$ cat src/rtl/lmfe_pkg.sv
// Shared constants and types for the LMFE pixel source.
// Holds pixel width, default geometry and the source FSM state enum.
package lmfe_pkg;

    localparam int PIX_W      = 8;
    localparam int IMG_W_DEF  = 128;
    localparam int IMG_H_DEF  = 128;
    localparam int ADDR_W_DEF = 14;

    typedef enum logic [1:0] {
        S_IDLE,
        S_RUN,
        S_DRAIN,
        S_DONE
    } src_state_t;

endpackage

$ cat src/rtl/lmfe_skid_fifo.sv
// Two-entry FIFO between ROM read data and the filter input.
// Push and pop in the same cycle are allowed, including when full.
module lmfe_skid_fifo
    import lmfe_pkg::*;
#(
    parameter int W = PIX_W
) (
    input  logic         clk,
    input  logic         rst_n,
    input  logic         push,
    input  logic         pop,
    input  logic [W-1:0] din,
    output logic [W-1:0] dout,
    output logic         empty,
    output logic         full,
    output logic [1:0]   count
);

    logic [W-1:0] mem [2];
    logic         wr_ptr;
    logic         rd_ptr;
    logic         wr_en;
    logic         rd_en;

    assign empty = (count == 2'd0);
    assign full  = (count == 2'd2);
    assign rd_en = pop && !empty;
    assign wr_en = push && (!full || rd_en);
    assign dout  = mem[rd_ptr];

    // Storage, pointers and occupancy; a write into a full FIFO
    // reuses the slot being popped in the same cycle.
    always_ff @(posedge clk or negedge rst_n) begin
        if (!rst_n) begin
            mem[0] <= '0;
            mem[1] <= '0;
            wr_ptr <= 1'b0;
            rd_ptr <= 1'b0;
            count  <= 2'd0;
        end else begin
            if (wr_en) begin
                mem[wr_ptr] <= din;
                wr_ptr      <= ~wr_ptr;
            end
            if (rd_en) begin
                rd_ptr <= ~rd_ptr;
            end
            unique case ({wr_en, rd_en})
                2'b10:   count <= count + 2'd1;
                2'b01:   count <= count - 2'd1;
                default: count <= count;
            endcase
        end
    end

endmodule

$ cat src/rtl/lmfe_pixel_src.sv
// Streams one frame from ROM in raster order into the median filter.
// Optional macro LMFE_SRC_STALL_CNT_EN adds a 16-bit stall_cnt output.
module lmfe_pixel_src
    import lmfe_pkg::*;
#(
    parameter int IMG_W  = IMG_W_DEF,
    parameter int IMG_H  = IMG_H_DEF,
    parameter int ADDR_W = ADDR_W_DEF
) (
    input  logic              clk,
    input  logic              reset,
    input  logic              start,
    output logic              rom_rd,
    output logic [ADDR_W-1:0] rom_addr,
    input  logic [PIX_W-1:0]  rom_data,
    output logic [PIX_W-1:0]  Din,
    output logic              in_en,
    input  logic              busy,
    output logic              active,
    output logic              done
`ifdef LMFE_SRC_STALL_CNT_EN
    ,
    output logic [15:0]       stall_cnt
`endif
);

    localparam int N = IMG_W * IMG_H;
    localparam logic [ADDR_W:0] CNT_N    = (ADDR_W + 1)'(N);
    localparam logic [ADDR_W:0] CNT_LAST = (ADDR_W + 1)'(N - 1);
    localparam logic [ADDR_W:0] CNT_ONE  = (ADDR_W + 1)'(1);

    src_state_t state;
    src_state_t state_nx;

    logic [ADDR_W:0] issue_cnt;
    logic [ADDR_W:0] acc_cnt;
    logic            rd_q;
    logic            run_entry;
    logic [2:0]      slots_used;

    logic             fifo_empty;
    logic             fifo_full;
    logic [1:0]       fifo_cnt;
    logic [PIX_W-1:0] fifo_head;

    lmfe_skid_fifo #(
        .W (PIX_W)
    ) u_fifo (
        .clk   (clk),
        .rst_n (reset),
        .push  (rd_q),
        .pop   (in_en),
        .din   (rom_data),
        .dout  (fifo_head),
        .empty (fifo_empty),
        .full  (fifo_full),
        .count (fifo_cnt)
    );

    assign in_en    = !fifo_empty && !busy;
    assign Din      = in_en ? fifo_head : '0;
    assign rom_addr = issue_cnt[ADDR_W-1:0];

    // Slots committed after this edge: stored, in flight, minus the pop.
    assign slots_used = {1'b0, fifo_cnt}
                      + {2'b00, rd_q}
                      - {2'b00, in_en};

    assign rom_rd = (state == S_RUN)
                 && (issue_cnt < CNT_N)
                 && (slots_used < 3'd2)
                 && !(fifo_full && !in_en);

    // State register.
    always_ff @(posedge clk or negedge reset) begin
        if (!reset) begin
            state <= S_IDLE;
        end else begin
            state <= state_nx;
        end
    end

    // Next-state and status outputs.
    always_comb begin
        state_nx  = state;
        run_entry = 1'b0;
        active    = 1'b0;
        done      = 1'b0;
        unique case (state)
            S_IDLE: begin
                if (start) begin
                    state_nx  = S_RUN;
                    run_entry = 1'b1;
                end
            end
            S_RUN: begin
                active = 1'b1;
                if (rom_rd && issue_cnt == CNT_LAST) begin
                    state_nx = S_DRAIN;
                end
            end
            S_DRAIN: begin
                active = 1'b1;
                if (in_en && acc_cnt == CNT_LAST) begin
                    state_nx = S_DONE;
                end
            end
            S_DONE: begin
                active   = 1'b1;
                done     = 1'b1;
                state_nx = S_IDLE;
            end
            default: state_nx = S_IDLE;
        endcase
    end

    // Issue/accept counters and the one-cycle ROM latency tracker.
    always_ff @(posedge clk or negedge reset) begin
        if (!reset) begin
            issue_cnt <= '0;
            acc_cnt   <= '0;
            rd_q      <= 1'b0;
        end else begin
            rd_q <= rom_rd;
            if (run_entry) begin
                issue_cnt <= '0;
                acc_cnt   <= '0;
            end else begin
                if (rom_rd) begin
                    issue_cnt <= issue_cnt + CNT_ONE;
                end
                if (in_en) begin
                    acc_cnt <= acc_cnt + CNT_ONE;
                end
            end
        end
    end

`ifdef LMFE_SRC_STALL_CNT_EN
    // Saturating count of cycles where a ready pixel is held off by busy.
    always_ff @(posedge clk or negedge reset) begin
        if (!reset) begin
            stall_cnt <= '0;
        end else if (run_entry) begin
            stall_cnt <= '0;
        end else if ((state == S_RUN || state == S_DRAIN)
                  && !fifo_empty && busy
                  && stall_cnt != 16'hFFFF) begin
            stall_cnt <= stall_cnt + 16'd1;
        end
    end
`endif

endmodule

$ cat config.mk
export PLATFORM = sky130hd
export DESIGN_NAME = lmfe_pixel_src
export DESIGN_NICKNAME = d
export VERILOG_FILES = /design/src/rtl/lmfe_pkg.sv /design/src/rtl/lmfe_skid_fifo.sv /design/src/rtl/lmfe_pixel_src.sv
export SDC_FILE = /design/constraint.sdc
export NUM_CORES = 1
export LEC_CHECK = 0
export ABC_CLOCK_PERIOD_IN_PS = 5300
export BUFFER_PORTS_ARGS = -buffer_cell sky130_fd_sc_hd__buf_2
export CAP_MARGIN = 20
export CORE_MARGIN = 5
export CORE_UTILIZATION = 55
export CTS_CLUSTER_SIZE = 30
export DETAILED_ROUTE_END_ITERATION = 16
export GPL_TIMING_DRIVEN = 0
export MAX_ROUTING_LAYER = met4
export PLACE_DENSITY = 0.82
export SLEW_MARGIN = 20
export SYNTH_ARGS = -nofsm -noshare
export SYNTH_HDL_FRONTEND = slang
export SYNTH_SLANG_ARGS = --single-unit
$ cat constraint.sdc
create_clock -name clk -period 5.3 [get_ports clk]
set_clock_uncertainty 0.15 [all_clocks]
set_input_delay 0.795 -clock clk [delete_from_list [all_inputs] [get_ports clk]]
set_output_delay 0.795 -clock clk [all_outputs]
set_load 0.1 [all_outputs]
# Yosys cells after proc, flatten, opt, wreduce, memory -nomap -nowiden
# Cells that the tools add are included.
# Widths: inputs -> output; s select.
# word_totals
romBits	0
regBits	53
latchBits	0
ramBits	0
out_inout_bits	26
inputBits	12
wordCells	78
mem_count	0
# op_classes
order_cmp	5
n_shift	0
n_reduce_logical	23
div	0
mux	20
n_bitwise	4
addsub	6
n_mul	0
n_eq_ne	11
# ops
op	count
$mux 15	4
$mux 8	5
$add 15x1->15 const B	2
$eq 15x14->1 const B	2
$bwmux 16	1
$lt 15x15->1 const B	1
$logic_and 1x1->1	10
$demux 8 s1	1
$eq 2x2->1 const B	4
$pmux 2 s4	1
$mux 2	3
$reduce_bool 2->1	3
$logic_not 1->1	5
$eq 2x1->1 const B	2
$ge 2x2->1 const B	2
$logic_not 2->1	2
$mux 1	4
$ne 2x2->1 const B	2
$not 1->2	2
$pmux 2 s2	1
$add 2x1->3	1
$lt 3x2->1 const B	1
$reduce_and 3->1	1
$reduce_or 3->1	1
other kinds (7)	8

# Depth between registers and ports, before layout
# Gate-level depths: netlist of the first run.
# depth
word_depth	10
depth_mapped	9
ltp_nobuf	8

# By module
# A second synthesis of the first run with hierarchy kept.
# hier_totals
hier_cells	265
area_unflattened_um2	2869.0
# by_module_without_submodules
mod	seq_area_each_um2	n_inst	area_each_um2	cells_per_inst
lmfe_pixel_src	825.8	1	1944.4	197
lmfe_skid_fifo	500.5	1	924.6	68

# Worst setup path before layout of the first run
# Ideal clock, no wire load.
# synth_timing
kind	input port to flip-flop
start	input busy
end	register state[1]
setup_ns	0.125
path_slack_ns	1.416
t_arrival_ns	3.609
n_path_buf	0
cell_stages	8
required_time_ns	5.025
path_cell_list	nor3b_1 o21ai_0 fa_1 nand3b_1 nor3_4 and4_1 o22ai_2 mux2_4
# synth_via
elab_chain_cells	9
word_cells_on_any_way	14
cone_classes	add/sub: 1; order compare: 1; eq/ne: 2; reduce/logical: 10
# synth_lines
element	line_no	source
from (decl)	lmfe_pixel_src.sv:18	input logic busy,
$logic_not 1->1 (*)	lmfe_pixel_src.sv:60	assign in_en = !fifo_empty && !busy;
$logic_and 1x1->1 (*)	lmfe_pixel_src.sv:60	
$sub 3x1->3 or $logic_not 1->1 (tied branches)	lmfe_pixel_src.sv:67, lmfe_pixel_src.sv:72	
$lt 3x2->1 or $logic_and 1x1->1 (tied branches)	lmfe_pixel_src.sv:71, lmfe_pixel_src.sv:72	
$logic_and 1x1->1 or $logic_not 1->1 (tied branches)	lmfe_pixel_src.sv:71, lmfe_pixel_src.sv:72	
$logic_and 1x1->1 (*)	lmfe_pixel_src.sv:72	&& !(fifo_full && !in_en);
net rom_rd	lmfe_pixel_src.sv:13	output logic rom_rd,
$logic_and 1x1->1 (*)	lmfe_pixel_src.sv:98	if (rom_rd && issue_cnt == CNT_LAST) begin
$ne 2x1->1 (no source line) (*)	--	
$reduce_and 3->1 (no source line) (*)	--	
to (signal assigned)	lmfe_pixel_src.sv:79	state <= state_nx;
to (decl)	lmfe_pixel_src.sv:32	src_state_t state;
# The timed path passes the listed nets; every way through them passes the cells marked *.
# A chain may end at the register's enable or synchronous reset.

# Worst setup path after layout of the first run
# layout_timing
start	input busy
end	output rom_rd
# layout_via
elab_chain_cells	6
word_cells_on_any_way	9
cone_classes	add/sub: 1; order compare: 1; reduce/logical: 7
# layout_lines
element	line_no
$logic_not 1->1 (*)	lmfe_pixel_src.sv:60
$logic_and 1x1->1 (*)	lmfe_pixel_src.sv:60
$sub 3x1->3 or $logic_not 1->1 (tied branches)	lmfe_pixel_src.sv:67, lmfe_pixel_src.sv:72
$lt 3x2->1 or $logic_and 1x1->1 (tied branches)	lmfe_pixel_src.sv:71, lmfe_pixel_src.sv:72
$logic_and 1x1->1 or $logic_not 1->1 (tied branches)	lmfe_pixel_src.sv:71, lmfe_pixel_src.sv:72
$logic_and 1x1->1 (*)	lmfe_pixel_src.sv:72
to (decl)	lmfe_pixel_src.sv:13
# Mark *: on every way between the ends. The rest lies on a longest branch, timed or not.

==> impl_results.md, run 1 <==
- CTS buffer count: 5
- ANT nets after route: 0
- Reg clk slew, reported paths: 100 ps
- Top Ports: 38
- Worst slew margin: 56.3%
- Final setup viols: 0
- Share of cells above drive strength 1: 28.7%
- Final core utilization: 65.6%
- Sequential power share: 32.5%
- Vias in the first global route: 1964
- Post-DP HPWL: 3.50 mm
- Critical Path RT: 4360 ps
- Synth cell count leaders: dfrtp_1, nor2_1, xor2_1
- Row count: 25
- Outcome: finished, final reports clean
- Postcts setup bufs: 0
- Clk root buf: clkbuf_8
- Hold WC Path Type: input pin to async pin
- Count leader, synth: dfrtp_1
- CP Class: input pin to output port
- Top post-synthesis cells by area: dfrtp_1, mux2_2, xor2_1
- Synthesis-to-layout area growth: 14.1%
- Crit path max-delay cell type: fa_1
- Switching Fraction: 49.1%
- Cell accounting for the most synthesized area: dfrtp_1
- GP Congestion: 0.762
- Filler cells: 398
- Post-Syn Area: 2770 µm²
- RSZ-0062 raised after global routing: no
- Asr flop ratio synth: 100%
- PortBufs: 37
- PD cells: 610 nW/µm²
- Hold Fails Final Rpt: 0
- CP cell instances: buf_2, nor3b_1, o21ai_0, fa_1, nand3b_1, nor3_4, buf_2
- CTS H-tree depth: 2
- Net Count, Synth: 279
- Area of the multi-input gates: 1270 µm²
- Number of synthesized flops with an enable pin: 0
- Area share of the largest cell type after synthesis: 47.9%
- First DRT Iteration DRCs: 89
- Main synth FF type: dfrtp_1
- Cells resized by post-CTS repair: 0
- Top cell by count, worst path: buf_2
- Antenna diode count: 0
- Residual DRC: 0
- Hold Buf Count CTS: 0
- Worst-Skew Late Latency: 310 ps
- Syn Area/Cell: 10.7 µm²
- Worst path arrival time: 3090 ps
- CTS sink count: 53
- NetSw: 947 µW
- Reg area: 1330 µm²
- Cell internal pwr: 981 µW
- Crit-path max FO: 10
- Max-cap viol count: 0
- Flops & latches, synth: 53
- Fmax: 248 MHz
- Tmin final: 4030 ps
- Via density per instance: 5.16
- Final wirelength: 4.98 mm
- Routed via count: 1909
- Clock Power Share: 15.0%
- Tcrit/Tclk final: 76.1%
- Startpoint types: input pin
- Largest net degree at the start of global routing: 54
- Sequential element share of the synthesized area: 47.9%
- DIE AREA: 6560 µm²
- GRT overflow: 0
- Routed WL per cell: 13.5 µm
- Cells after Synth: 258
- Power share of the combinational group: 52.5%
- Final Max Tran Viols: 0
- Ys Warns: 0
- Core Region: 4820 µm²
- Leakage: 1.52 nW
- All-layer global routing usage: 17.7%
- Die Y: 81.0 µm
- Global-route wire length before repair: 8.74 mm
- Nets: 323
- Max stage delay on crit path: 510 ps
- Initial Util: 57.5%
- Worst setup EP type: output port
- CTS max path bufs: 2
- Initial DRT Pass Iterations: 4
- Least-Margin Pin Slew: 656 ps
- Die Wd: 81.0 µm
- Antenna violations before repair: 0
- Max rail drop VDD: 447 µV
- CTS tree: built
- Final setup TNS: 0 ps
- Synth unique cells: 34
## layout make-up
type | count | area share, %
flip-flops and latches | 53 | 41.9
multi-input cells | 176 | 40.2
repair buffers | 37 | 5.94
plain buffers | 22 | 4.63
well taps | 67 | 2.65
clock buffers | 6 | 2.61
clock inverters | 2 | 1.19
inverters | 7 | 0.831
## worst max-delay path, delay by kind of cell
family	cells	cell delay (ps)
AND/OR/NAND/NOR	3	930
buffers and inverters	2	640
adder cells (fa/ha/maj)	1	510
AO/OA/AOI/OAI	1	200
## power by group through the flow
stage | clock network, mW | registers [mW] | logic [mW]
global route | 0.312 | 0.646 | 1.08
global placement | 0 | 0.624 | 0.997
floorplan | 0 | 0.609 | 0.882
finish | 0.289 | 0.626 | 1.01
CTS | 0.294 | 0.627 | 1.02
detailed placement | 0 | 0.634 | 1.02
## per-layer routing
metal	share of wire (%)	up-vias	track usage (%)
met5	0	-	-
met3	3.0	4	3.99
li1	-	938	-
met1	47	933	21.6
met2	50	34	29.6
met4	0.68	0	4.56
## flip-flops by register name, summed over array words and instances (netlist names)
| register | flops |
|---|---|
| u_fifo.mem | 16 |
| acc_cnt | 15 |
| issue_cnt | 15 |
| state | 2 |
| u_fifo.count | 2 |
| rd_q | 1 |
| u_fifo.rd_ptr | 1 |
| u_fifo.wr_ptr | 1 |
## layout by cell type (no fill, tap or decap), types with 7 or more instances in the layout
cell type	n
nand3_1	13
nor2_1	42
nand2_1	13
xnor2_1	9
mux2i_1	10
buf_2	36
buf_4	16
mux2_2	16
xor2_1	19
ha_1	8
dfrtp_1	53
inv_1	7
nand4_1	7
## stage by stage
step	total power, mW	worst slack (ps)	hold slack (ps)	cells	cell area (µm²)
after global placement	1.62	1350	325	362	3040
after detailed placement	1.65	1300	335	362	3040
final	1.93	1270	358	370	3160
after floorplan	1.49	1420	307	258	2770
after global routing	2.04	1080	382	370	3160
after CTS	1.94	1230	360	370	3160
## final timing paths
path,from,end,slack [ps],depth (start not counted)
max,busy,rom_rd,1270,7
max in group asynchronous,reset,acc_cnt[2],4210,1
min reg2reg,u_fifo.wr_ptr,u_fifo.wr_ptr,360,2
min,reset,issue_cnt[5],360,1
min in group clk,u_fifo.wr_ptr,u_fifo.wr_ptr,360,2
max reg2reg,u_fifo.count[1],state[1],2090,9
## logic make-up (layout without fill, tap and decap cells)
kind of cell	count (synthesis)	count (layout)	synth area share, %
fa+ha+maj	9	9	4.34
xor+xnor	28	28	8.85
flops	53	53	47.9
simple gates	100	100	19.1
buf+inv	29	74	6.23
mux	27	27	10.7
compound gates	12	12	2.94
Note: power is estimated with default switching activity, not from simulation.
==> inputs of run 2 (changes only) <==
--- a/config.mk
+++ b/config.mk
@@ -5,16 +5,17 @@
 export SDC_FILE = /design/constraint.sdc
 export NUM_CORES = 1
 export LEC_CHECK = 0
-export ABC_CLOCK_PERIOD_IN_PS = 5300
+export ABC_AREA = 1
+export ABC_CLOCK_PERIOD_IN_PS = 3500
 export BUFFER_PORTS_ARGS = -buffer_cell sky130_fd_sc_hd__buf_2
 export CAP_MARGIN = 20
 export CORE_MARGIN = 5
-export CORE_UTILIZATION = 55
+export CORE_UTILIZATION = 52
 export CTS_CLUSTER_SIZE = 30
 export DETAILED_ROUTE_END_ITERATION = 16
 export GPL_TIMING_DRIVEN = 0
 export MAX_ROUTING_LAYER = met4
-export PLACE_DENSITY = 0.82
+export PLACE_DENSITY = 0.81
 export SLEW_MARGIN = 20
 export SYNTH_ARGS = -nofsm -noshare
 export SYNTH_HDL_FRONTEND = slang
==> constraint.sdc (replaced) <==
create_clock -name clk -period 3.5 [get_ports clk]
set_clock_uncertainty 0.15 [all_clocks]
set_input_delay 0.525 -clock clk [delete_from_list [all_inputs] [get_ports clk]]
set_output_delay 0.525 -clock clk [all_outputs]
set_load 0.1 [all_outputs]
==> run 2 against run 1 <==
  * Clock-buffer cell count is 1 lower
  * Area after synthesis is 9.5% higher
  * Non-clock buffer count increased by 2
  * Final cell count up 38%
  * Routed wire length increased by 24%
  * Design area rose by 8.7%
==> impl_results.md, run 2 <==
- Outcome: finished, final reports clean
- CTS max path bufs: 2 (unchanged)
- Cells after Synth: 393 (+52%)
- Row count: 27 (+8.0%)
- Post-Syn Area: 3030 µm² (+9.5%)
- DIE AREA: 7460 µm² (+14%)
- Reg clk slew, reported paths: 100 ps (about the same)
- Net Count, Synth: 414 (+48%)
- Synth unique cells: 35 (+2.9%)
- Crit-path max FO: 11 (+1)
- Nets: 460 (+42%)
- Global-route wire length before repair: 11.1 mm (+27%)
- Vias in the first global route: 2570 (+31%)
- Final Max Tran Viols: 0 (unchanged)
- Hold Fails Final Rpt: 0 (unchanged)
- RSZ-0062 raised after global routing: no
- Worst setup EP type: output port
- Largest registers: u_fifo.mem: 16 flops, acc_cnt: 15 flops, issue_cnt: 15 flops
- Initial Util: 54.4% (-3.1 points)
- ANT nets after route: 0 (unchanged)
- Max-cap viol count: 0 (unchanged)
- Most common cell after layout, fill and taps aside: nand2_1
- GP Congestion: 0.882 (+16%)
- Worst-Skew Late Latency: 310 ps (about the same)
- Share of cells above drive strength 1: 21.4% (-7.3 points)
- Antenna violations before repair: 0 (unchanged)
- CP cell instances: o21ai_4, nor2_1, o21bai_1, nand2_1, fa_1, nand2_1, nor2_1, nand2_2, nor2_4, buf_6, buf_6
- First DRT Iteration DRCs: 150 (+69%)
- Critical path buffers and inverters: 2 (unchanged)
- Least-Margin Pin Slew: 653 ps (-2.43 ps)
- CP Class: flip-flop to output port
- Max rail drop VDD: 466 µV (+4.2%)
- Area share of the largest cell type after synthesis: 43.7% (-4.1 points)
- Critical Path RT: 2820 ps (-1540 ps)
- Largest net degree at the start of global routing: 54 (unchanged)
- Via density per instance: 5.04 (-2.2%)
- Ys Warns: 0 (unchanged)
- Reg area: 1330 µm² (+0.19%)
- Most frequent cells in the layout: nand2_1, dfrtp_1, inv_1
- CTS tree: built
- Synthesis-to-layout area growth: 13.3%
- Hold WC Path Type: input pin to async pin
- CTS H-tree depth: 2 (unchanged)
- Top post-synthesis cells by area: dfrtp_1, nand2_1, inv_1
- Area of the multi-input gates: 1350 µm² (+6.3%)
- Synth cell count leaders: nand2_1, dfrtp_1, inv_1
- Initial DRT Pass Iterations: 4 (unchanged)
- Main synth FF type: dfrtp_1
- Cell accounting for the most synthesized area: dfrtp_1
- Dpl cell area: 3310 µm² (+8.8%)
- All-layer global routing usage: 18.7% (+1.0 points)
- Routed WL per cell: 12.1 µm (-10%)
- Post-DP HPWL: 4.50 mm (+28%)
- Tmin final: 3240 ps
- Fmax: 309 MHz
- Max reg flops: 16 (unchanged)
- Asr flop ratio synth: 100% (unchanged)
- Core Region: 5570 µm² (+16%)
- Die Y: 86.4 µm (+6.7%)
- Die Wd: 86.4 µm (+6.7%)
- Leakage: 1.83 nW (+20%)
- Max stage delay on crit path: 480 ps (-30 ps)
- Sequential element share of the synthesized area: 43.7% (-4.1 points)
- Tcrit/Tclk final: 92.5%
- Worst slew margin: 56.5% (+0.16 points)
- Worst path arrival time: 2560 ps (-530 ps)
- Syn Area/Cell: 7.72 µm² (-28%)
- Residual DRC: 0 (unchanged)
- Family with the most delay on the worst path: simple AND/OR/NAND/NOR gates
- GRT overflow: 0 (unchanged)
- CTS sink count: 53 (unchanged)
- PortBufs: 37 (unchanged)
- Flops & latches, synth: 53 (unchanged)
- Count leader, synth: nand2_1
- Final wirelength: 6.18 mm (+24%)
- Hold slack: 81.3 ps (-276 ps)
- Top Ports: 38 (unchanged)
- Crit path max-delay cell type: fa_1
- Number of synthesized flops with an enable pin: 0 (unchanged)
- CTS buffer count: 5 (unchanged)
- Startpoint types: flip-flop
- Design Area, Final: 3440 µm² (+8.7%)
- Largest Register: u_fifo.mem
- Design Power: 2.43 mW (+26%)
- Filler cells: 497 (+25%)
- Clk root buf: clkbuf_8
- Final setup viols: 0 (unchanged)
- Routed via count: 2583 (+35%)
- PD cells: 706 nW/µm² (+16%)
- Antenna diode count: 0 (unchanged)
- Final core utilization: 61.7% (-4.0 points)
==> run 2: power breakdown <==
| part | switching, mW | internal (mW) | total (mW) |
|---|---|---|---|
| registers | 0.114 | 0.757 | 0.871 |
| clock network | 0.218 | 0.146 | 0.364 |
| logic | 0.863 | 0.328 | 1.19 |
==> run 2: worst paths after layout <==
kind	from	endpoint	slack, ps	cells after the start
setup / recovery	u_fifo.count[1]	rom_rd	260	11
hold / removal	reset	acc_cnt[6]	80	1
setup reg to reg	u_fifo.count[1]	issue_cnt[11]	860	15
hold reg to reg	u_fifo.mem[11]	u_fifo.mem[11]	350	2
max in group asynchronous	reset	u_fifo.count[1]	2650	1
min in group clk	rom_data[7]	u_fifo.mem[15]	300	3
==> run 2: metrics by stage <==
step / setup TNS [ps] / cells / setup WS (ps)
after floorplan: 0 / 393 / 562
after global placement: -85.5 / 502 / -85.5
after detailed placement: -136 / 502 / -136
after CTS: 0 / 510 / 24.5
final: 0 / 512 / 261
after global routing: 0 / 512 / 47.0
==> run 2: repair_timing <==
item                                    in CTS  in global routing
endpoints found under the setup margin       1                  1
hold buffers                                 0                  0
pin swaps                                    0                  1
setup buffers                                0                  2
gates resized for setup                      5                  0
==> run 2: cell type report <==
type | instances | area share [%]
Sequential cell | 53 | 38.7
Timing Repair Buffer | 39 | 6.08
Multi-Input combinational cell | 266 | 39.3
Tap cell | 72 | 2.62
Clock inverter | 3 | 0.764
Buffer | 22 | 4.88
Inverter | 52 | 5.68
Clock buffer | 5 | 2.00
==> run 2: metal layers <==
layer | part of all wire [%] | vias to the layer above | wire length [µm] | global-route usage [%]
met5 | 0 | - | 0 | -
met2 | 50 | 66 | 3060 | 32.2
met3 | 5.2 | 6 | 324 | 3.42
met1 | 44 | 1201 | 2730 | 22.2
met4 | 1.1 | 0 | 65 | 5.52
li1 | - | 1310 | - | -
==> run 2: kinds of logic after synthesis <==
kind of cell	count (synthesis)	share of synthesized area [%]
and+or+nand+nor	200	28.6
AOI/OAI and AO/OA	52	10.3
xor gates and xnor gates	5	1.44
buffers and inverters	74	12.0
DFF	53	43.7
adders and majority gates	9	3.96
==> inputs of run 3 (changes only) <==
--- a/config.mk
+++ b/config.mk
@@ -7,9 +7,9 @@
 export LEC_CHECK = 0
 export ABC_AREA = 1
 export ABC_CLOCK_PERIOD_IN_PS = 3500
-export BUFFER_PORTS_ARGS = -buffer_cell sky130_fd_sc_hd__buf_2
+export BUFFER_PORTS_ARGS = -buffer_cell sky130_fd_sc_hd__buf_4
 export CAP_MARGIN = 20
-export CORE_MARGIN = 5
+export CORE_MARGIN = 2
 export CORE_UTILIZATION = 52
 export CTS_CLUSTER_SIZE = 30
 export DETAILED_ROUTE_END_ITERATION = 16
==> run 3 against run 2 <==
  * Clock power up 4%
  * Combinational power barely moved
  * Critical path depth decreased by 2
  * Non-clock buffer count unchanged
  * Hold slack got worse by 0.76 ps
  * Worst setup slack better by 62 ps
  * Design area grew 2.7%
  * Die area decreased by 13%
  * Critical endpoint unchanged
  * Largest power group unchanged
==> impl_results.md, run 3 (synthesis results as in run 2) <==
- Largest Register: u_fifo.mem
- Worst setup EP type: output port
- Most common cell after layout, fill and taps aside: nand2_1
- Die Wd: 80.4 µm (-6.9%)
- Antenna violations before repair: 0 (unchanged)
- CP Class: flip-flop to output port
- Clk root buf: clkbuf_8
- First DRT Iteration DRCs: 143 (-4.7%)
- Area of the multi-input gates: 1350 µm² (+0.19%)
- Hold WC Path Type: input pin to async pin
- Most frequent cells in the layout: nand2_1, buf_4, dfrtp_1
- PD cells: 699 nW/µm² (-0.98%)
- Reg clk slew, reported paths: 110 ps (about the same)
- DIE AREA: 6460 µm² (-13%)
- Final setup viols: 0 (unchanged)
- Largest net degree at the start of global routing: 54 (unchanged)
- Post-DP HPWL: 4.35 mm (-3.3%)
- Max-cap viol count: 0 (unchanged)
- Via density per instance: 4.97 (-1.5%)
- Core Region: 5570 µm² (unchanged)
- Initial DRT Pass Iterations: 4 (unchanged)
- Max rail drop VDD: 488 µV (+4.7%)
- CTS tree: built
- Fmax: 315 MHz (+2.0%)
- Synthesis-to-layout area growth: 16.4%
- Final Max Tran Viols: 0 (unchanged)
- GP Congestion: 0.875 (-0.71%)
- Tcrit/Tclk final: 90.8% (-1.8 points)
- Final core utilization: 63.3% (+1.7 points)
- Routed WL per cell: 11.6 µm (-4.1%)
- Row count: 27 (unchanged)
- CTS buffer count: 5 (unchanged)
- Vias in the first global route: 2418 (-5.9%)
- Nets: 460 (unchanged)
- Critical Path RT: 2820 ps (about the same)
- Residual DRC: 0 (unchanged)
- Share of cells above drive strength 1: 21.6% (+0.23 points)
- Reg area: 1330 µm² (unchanged)
- Initial Util: 54.4% (unchanged)
- Hold Fails Final Rpt: 0 (unchanged)
- PortBufs: 37 (unchanged)
- Die Y: 80.4 µm (-6.9%)
- Global-route wire length before repair: 10.4 mm (-6.4%)
- ANT nets after route: 0 (unchanged)
- Worst slew margin: 56.4% (-0.068 points)
- Antenna diode count: 0 (unchanged)
- All-layer global routing usage: 21.3% (+2.6 points)
- Final setup TNS: 0 ps (unchanged)
- Leakage: 1.84 nW (+0.62%)
- GRT overflow: 0 (unchanged)
- Routed via count: 2543 (-1.5%)
- Max reg flops: 16 (unchanged)
- CTS max path bufs: 2 (unchanged)
- Top Ports: 38 (unchanged)
- CTS H-tree depth: 2 (unchanged)
- Final wirelength: 5.92 mm (-4.1%)
- Crit-path max FO: 11 (unchanged)
- Filler cells: 489 (-1.6%)
- RSZ-0062 raised after global routing: no
- Worst-Skew Late Latency: 320 ps (about the same)
- Outcome: finished, final reports clean
- Startpoint types: flip-flop
- Least-Margin Pin Slew: 654 ps (+1.02 ps)
- Worst path arrival time: 2500 ps (-60 ps)
- Largest registers: u_fifo.mem: 16 flops, acc_cnt: 15 flops, issue_cnt: 15 flops
- CTS sink count: 53 (unchanged)
- Tmin final: 3180 ps (-62.0 ps)
## run 3: cell types whose count changed in the layout (fill, tap and decap cells not counted), sizes merged
cell    before  now
inv         52   53
clkinv       3    2
## run 3: layer usage
layer	track usage, %	wire (µm)	up-vias
li1	-	-	1307
met2	37.0	2960	58
met1	24.8	2590	1170
met4	7.97	93	0
met3	3.37	278	8
met5	-	0	-
## run 3: layout make-up
type | instances | share of cell area [%]
clock inverter | 3 | 0.815
timing repair buffer | 39 | 8.40
buffer | 22 | 4.75
tap | 72 | 2.55
multi-input combinational | 266 | 38.4
clock buffer | 5 | 1.95
sequential | 53 | 37.6
inverter | 52 | 5.53
## run 3: worst max-delay path, stage by stage, from the launching register on
cell	delay [ps]
dfrtp_2	490
o21ai_4	370
nor2_2	90
fa_1	510
nand2_1	40
nor2_1	110
nand2_2	70
nor2_4	100
buf_6	160
buf_6	230
## run 3: path summary, 6_finish.rpt
| path | from | to | slack [ps] | depth (start not counted) |
|---|---|---|---|---|
| worst max-delay path | u_fifo.count[1] | rom_rd | 320 | 9 |
| worst min-delay path | reset | issue_cnt[2] | 80 | 1 |
| worst max register to register | u_fifo.count[1] | issue_cnt[13] | 910 | 15 |
| worst min register to register | u_fifo.mem[9] | u_fifo.mem[9] | 340 | 2 |
| max in group asynchronous | reset | u_fifo.count[0] | 2650 | 1 |
| min in group clk | rom_data[7] | u_fifo.mem[15] | 310 | 3 |
## run 3: repair_timing
action	CTS	global route
hold buffers	0	0
pin swaps	0	1
buffers inserted	0	2
resized for setup	3	2
cloned	0	0
setup endpoints to repair	1	1
## run 3: where the power goes
part | total, mW | switching (mW) | internal (mW)
Clock | 0.380 | 0.230 | 0.150
Sequential | 0.869 | 0.112 | 0.757
Combinational | 1.22 | 0.857 | 0.361
## run 3: stage by stage
| stage | area (µm²) | total power [mW] | setup slack, ps | hold slack (ps) | std cells |
|---|---|---|---|---|---|
| after floorplan | 3030 | 1.83 | 562 | 79.4 | 393 |
| after global placement | 3400 | 2.05 | 76.5 | 315 | 502 |
| after detailed placement | 3400 | 2.08 | 56.2 | 319 | 502 |
| after CTS | 3510 | 2.47 | 51.9 | 105 | 510 |
| after global routing | 3530 | 2.64 | 122 | 130 | 512 |
| final | 3530 | 2.47 | 323 | 80.6 | 512 |
